--- src/rtl/if_stage_if.sv ---
// Instruction-memory request/response bundle between the fetch stage and memory.
// Handshake: the master raises imem_req with imem_addr and holds both steady
// until the slave returns imem_ready=1 for one cycle with imem_rdata valid in
// that same cycle; a request is never withdrawn before that completion.
interface if_stage_if;
    logic        imem_req;
    logic [31:0] imem_addr;
    logic        imem_ready;
    logic [31:0] imem_rdata;

    modport master (
        output imem_req,
        output imem_addr,
        input  imem_ready,
        input  imem_rdata
    );

    modport slave (
        input  imem_req,
        input  imem_addr,
        output imem_ready,
        output imem_rdata
    );
endinterface

--- src/rtl/if_stage.sv ---
// Instruction fetch stage: issues word fetches, absorbs downstream freezes in a
// one-entry hold buffer, and redirects on taken branches without abandoning an
// outstanding memory request (pending fetches finish in DISCARD and are dropped).
module if_stage #(
    parameter logic [31:0] RESET_PC = 32'h0000_0000
) (
    input  logic              clk,
    input  logic              rst,
    input  logic              freeze,
    input  logic              branch_taken,
    input  logic [31:0]       branch_addr,
    if_stage_if.master        imem,
    output logic [31:0]       pc,
    output logic [31:0]       instruction,
    output logic              valid,
    output logic [1:0]        dbg_state
);

    typedef enum logic [1:0] {
        FETCH   = 2'd0,
        HOLD    = 2'd1,
        DISCARD = 2'd2
    } state_e;

    state_e      state_q, state_d;
    logic [31:0] pc_reg_q, pc_reg_d;
    logic [31:0] redirect_pc_q, redirect_pc_d;
    logic [31:0] hold_buf_q, hold_buf_d;
    logic [31:0] pc_q, pc_d;
    logic [31:0] instruction_q, instruction_d;
    logic        valid_q, valid_d;

    // Fetch addresses are kept word aligned; low bits of targets are ignored.
    logic [31:0] branch_tgt;
    logic [31:0] pc_plus4;
    assign branch_tgt = {branch_addr[31:2], 2'b00};
    assign pc_plus4   = pc_reg_q + 32'd4;

    // State and pipeline registers; reset wins over freeze and branch_taken.
    always_ff @(posedge clk) begin
        if (rst) begin
            state_q       <= FETCH;
            pc_reg_q      <= {RESET_PC[31:2], 2'b00};
            redirect_pc_q <= 32'd0;
            hold_buf_q    <= 32'd0;
            pc_q          <= 32'd0;
            instruction_q <= 32'd0;
            valid_q       <= 1'b0;
        end else begin
            state_q       <= state_d;
            pc_reg_q      <= pc_reg_d;
            redirect_pc_q <= redirect_pc_d;
            hold_buf_q    <= hold_buf_d;
            pc_q          <= pc_d;
            instruction_q <= instruction_d;
            valid_q       <= valid_d;
        end
    end

    // Next-state selection; branch_taken takes priority over freeze.
    always_comb begin
        state_d = state_q;
        case (state_q)
            FETCH: begin
                if (branch_taken)
                    state_d = imem.imem_ready ? FETCH : DISCARD;
                else if (imem.imem_ready && freeze)
                    state_d = HOLD;
            end
            HOLD: begin
                if (branch_taken || !freeze)
                    state_d = FETCH;
            end
            DISCARD: begin
                if (imem.imem_ready)
                    state_d = FETCH;
            end
            default: state_d = FETCH;
        endcase
    end

    // Datapath: fetch address, redirect target, hold buffer and IF/ID register.
    always_comb begin
        pc_reg_d      = pc_reg_q;
        redirect_pc_d = redirect_pc_q;
        hold_buf_d    = hold_buf_q;
        pc_d          = pc_q;
        instruction_d = instruction_q;
        valid_d       = valid_q;
        case (state_q)
            FETCH: begin
                if (branch_taken) begin
                    pc_d          = 32'd0;
                    instruction_d = 32'd0;
                    valid_d       = 1'b0;
                    if (imem.imem_ready)
                        pc_reg_d = branch_tgt;
                    else
                        redirect_pc_d = branch_tgt;
                end else if (imem.imem_ready) begin
                    if (!freeze) begin
                        pc_d          = pc_plus4;
                        instruction_d = imem.imem_rdata;
                        valid_d       = 1'b1;
                        pc_reg_d      = pc_plus4;
                    end else begin
                        // pc_reg stays on the buffered word's address until release.
                        hold_buf_d = imem.imem_rdata;
                    end
                end else if (!freeze) begin
                    pc_d          = 32'd0;
                    instruction_d = 32'd0;
                    valid_d       = 1'b0;
                end
            end
            HOLD: begin
                if (branch_taken) begin
                    pc_d          = 32'd0;
                    instruction_d = 32'd0;
                    valid_d       = 1'b0;
                    hold_buf_d    = 32'd0;
                    pc_reg_d      = branch_tgt;
                end else if (!freeze) begin
                    pc_d          = pc_plus4;
                    instruction_d = hold_buf_q;
                    valid_d       = 1'b1;
                    pc_reg_d      = pc_plus4;
                end
            end
            DISCARD: begin
                pc_d          = 32'd0;
                instruction_d = 32'd0;
                valid_d       = 1'b0;
                if (branch_taken)
                    redirect_pc_d = branch_tgt;
                if (imem.imem_ready)
                    pc_reg_d = branch_taken ? branch_tgt : redirect_pc_q;
            end
            default: begin
                pc_reg_d = pc_reg_q;
            end
        endcase
    end

    // Outputs: request is suppressed in HOLD and whenever reset is asserted.
    always_comb begin
        imem.imem_req  = !rst && (state_q != HOLD);
        imem.imem_addr = pc_reg_q;
        pc             = pc_q;
        instruction    = instruction_q;
        valid          = valid_q;
        dbg_state      = state_q;
    end

endmodule

--- src/flat_wrapper.sv ---
// flat-port wrapper written by rule: the top's interface ports become plain ports
module if_stage_flat 
#(
    parameter logic [31:0] RESET_PC = 32'h0000_0000
)
  (clk, rst, freeze, branch_taken, branch_addr, pc, instruction, valid, dbg_state, imem_imem_req, imem_imem_addr, imem_imem_ready, imem_imem_rdata);
  if_stage_if imem_i ();
  input  logic clk;
  input  logic rst;
  input  logic freeze;
  input  logic branch_taken;
  input  logic [31:0] branch_addr;
  output logic [31:0] pc;
  output logic [31:0] instruction;
  output logic valid;
  output logic [1:0] dbg_state;
  output wire logic [$bits(imem_i.imem_req)-1:0] imem_imem_req;
  output wire logic [$bits(imem_i.imem_addr)-1:0] imem_imem_addr;
  input wire logic [$bits(imem_i.imem_ready)-1:0] imem_imem_ready;
  input wire logic [$bits(imem_i.imem_rdata)-1:0] imem_imem_rdata;
  assign imem_imem_req = imem_i.imem_req;
  assign imem_imem_addr = imem_i.imem_addr;
  assign imem_i.imem_ready = imem_imem_ready;
  assign imem_i.imem_rdata = imem_imem_rdata;
  if_stage #(.RESET_PC(RESET_PC)) u_core (.clk(clk), .rst(rst), .freeze(freeze), .branch_taken(branch_taken), .branch_addr(branch_addr), .imem(imem_i), .pc(pc), .instruction(instruction), .valid(valid), .dbg_state(dbg_state));
endmodule
--- config.mk ---
export PLATFORM = sky130hd
export DESIGN_NAME = if_stage_flat
export DESIGN_NICKNAME = d
export VERILOG_FILES = /design/src/rtl/if_stage_if.sv /design/src/rtl/if_stage.sv /design/src/flat_wrapper.sv
export SDC_FILE = /design/constraint.sdc
export NUM_CORES = 1
export LEC_CHECK = 0
export BUFFER_PORTS_ARGS = -buffer_cell sky130_fd_sc_hd__buf_2
export CAP_MARGIN = 20
export CORE_MARGIN = 2
export CORE_UTILIZATION = 54
export DETAILED_ROUTE_END_ITERATION = 10
export GPL_TIMING_DRIVEN = 0
export HOLD_SLACK_MARGIN = 0.02
export PLACE_DENSITY = 0.78
export SLEW_MARGIN = 20
export SYNTH_ARGS = -nofsm -noshare
export SYNTH_HDL_FRONTEND = slang
export SYNTH_SLANG_ARGS = --single-unit
--- constraint.sdc ---
create_clock -name clk -period 3 [get_ports clk]
set_clock_uncertainty 0.1 [all_clocks]
set_input_delay 0.6 -clock clk [delete_from_list [all_inputs] [get_ports clk]]
set_output_delay 0.6 -clock clk [all_outputs]
set_load 0.005 [all_outputs]
==> results.txt <==
fin crit period -> 2.84 ns
CTS tree -> built
# H-tree levels -> 4
Layout area overhead -> 21.8%
Total Die Area -> 0.0148 sq mm
total track usage -> 33.7%
Post-synth EDFFs -> 0
number of synthesis warnings -> 0
Most used DFF post-synth -> dfxtp_1
hold_buf cts -> 0
Clock Tree Buf Depth -> 2
first-pass GRT wire length -> 38.6 mm
outcome -> finished clean
final hold viol count -> 0
RSZ-0062 raised after global routing -> no
Final Max Slew Viols -> 0
Post-CTS Setup Inserts -> 0
register area share after synthesis -> 43.5%
Initial Utilization -> 54.6%
Max-slew headroom -> 32.7%
Clock Sinks -> 163
Max-Cap Viols -> 0
vias in the first global route -> 7,149
fmax -> 353 MHz
chip height -> 122 microns
hold slack -> 0.295 ns
Port Buffers -> 165
Initial DRC Count -> 926
post-synth top area share -> 43.5%
Post-Syn Area -> 0.00750 sq mm
Ports -> 169
initial antenna violation count -> 0
cell with the most instances after synthesis -> dfxtp_1
DR vias -> 7,953
Final period util -> 94.6%
vias per cell -> 6.07
Synth area leaders -> dfxtp_1 (44%), a21oi_1 (6.9%), nand2_1 (6.5%), nor2_1 (3.9%), a22o_1 (3.7%)
Num CTS Buffers -> 17
syn_area_per_cell -> 8.03 sq um
Pleak -> 3.63 nW
antenna-violating nets left -> 0
total congestion overflow -> 0
Peak supply drop -> 0.000412 V
Post-Syn Nets -> 1,008
Post-DP HPWL -> 18.3 mm
Post-Syn Instances -> 934
GPL Wtd Cong -> 0.997
DIE WIDTH -> 122 microns
CP Max Fanout -> 9
pin count of the biggest net entering global routing -> 17
Rows -> 43
Required @ worst endpoint -> 3.25 ns
Cell variety after synth -> 63
final setup fails -> 0
DRC Markers -> 0
Placed Instances -> 1,279
Core ar. -> 0.0137 sq mm
Final Routed Wirelength -> 24.8 mm
Clock Pin Slew Worst Setup and Hold Paths -> 0.06 ns
Layout Cells excl Fill -> 1,311
leading area contributor after synthesis -> dfxtp_1
Worst Max-Slew Pin Slew -> 1.00 ns
layout cell share with drive strength beyond 1 -> 19.5%
Pwr Density -> 568 mW/mm^2
Tightest Hold Check Type -> input port to flop
Clk Latency, worst-skew pair -> 0.44 ns
Startpoint Class -> flop
clock root cell -> clkbuf_16
synthesized flop and latch total -> 163
layout net count -> 1,192
CP Capture Type -> flop
critical path type -> flop to flop
Wirelength per Cell -> 18.9 microns
CP arrival -> 3.09 ns
First-pass DRT Iterations -> 6
utilization after layout -> 66.6%
Post-synth ARST share -> 0%
Synth top cells by count -> dfxtp_1 (163), nand2_1 (130), a21oi_1 (103)
Antenna Diode Count -> 0
[kinds of logic after synthesis]
logic type / Yosys count / synth area share [%]
AO/OA/AOI/OAI: 301 / 25.9
flip-flops: 163 / 43.5
AND/OR/NAND/NOR: 345 / 21.5
multiplexers: 5 / 0.668
adder cells (fa/ha/maj): 5 / 0.834
buffers and inverters: 90 / 4.71
XOR/XNOR: 25 / 2.92
[final timing paths]
check	start	end	slack [ns]	cells after the start
max	u_core.dbg_state[1]	u_core.imem.imem_addr[30]	0.16	8
min	imem_imem_rdata[24]	u_core.hold_buf_q[24]	0.30	2
max reg2reg	u_core.dbg_state[1]	u_core.imem.imem_addr[30]	0.16	8
min reg2reg	u_core.pc[29]	u_core.pc[29]	0.35	2
[through the flow]
stage                     worst slack (ns)  power (mW)  instance area, sq um  TNS [ns]
after floorplan                      0.648        2.80                  7500         0
after global placement             -0.0825        3.09                  8550    -0.692
after detailed placement            -0.194        3.10                  8550     -1.45
after CTS                          0.00693        5.18                  9110         0
after global routing               0.00654        5.37                  9130         0
final                                0.163        5.19                  9130         0
[where the power goes]
part	internal, mW	switching, mW
registers	2.26	0.0953
logic	0.265	0.463
clock network	1.16	0.947
[routing by layer]
layer | share of wire, % | wire length [microns] | track usage (%) | up-vias
li1 | - | - | - | 3745
met1 | 43 | 10600 | 46.5 | 3725
met2 | 44 | 11000 | 51.3 | 424
met3 | 10 | 2500 | 8.71 | 59
met4 | 2.8 | 686 | 11.8 | 0
met5 | 0 | 0 | 0 | -
[what timing repair did]
item,in CTS,in global routing
gates cloned,0,0
endpoints found under the hold margin,0,0
endpoints found under the setup margin,21,34
gates resized for setup,2,10
[layout make-up]
class | count | area, sq um
clock buffers | 19 | 433
clock inverters | 13 | 125
fillers | 1237 | 4590
plain buffers | 75 | 302
multi-input cells | 681 | 3900
well taps | 180 | 225
inverters | 15 | 56.3
flip-flops and latches | 163 | 3260
repair buffers | 165 | 826
[cell usage in the layout, fill, tap and decap left out, types with 8 or more instances in the layout]
master | netlist | final
a211oi_1 | 16 | 16
a21oi_1 | 103 | 101
a22o_1 | 32 | 32
a22oi_1 | 33 | 33
a31oi_1 | 8 | 8
and3_1 | 13 | 13
buf_2 | 6 | 172
clkbuf_1 | 65 | 64
clkbuf_16 | 0 | 17
dfxtp_1 | 163 | 163
inv_1 | 14 | 14
nand2_1 | 130 | 130
nand3_1 | 13 | 13
nand4_1 | 12 | 12
nor2_1 | 77 | 75
nor3_1 | 50 | 50
nor4_1 | 16 | 16
o211ai_1 | 10 | 10
o21ai_0 | 55 | 55
xnor2_1 | 19 | 19
[critical path: stages (launching register included)]
cell and delay [ns]:
dfxtp_1 0.48, inv_1 0.10, ha_1 0.28, o21ba_2 0.26
a211o_1 0.29, clkbuf_1 0.25, nor2_1 0.34, or4b_1 0.46
a31oi_1 0.17
No activity file was read; power rests on OpenSTA's default activity.
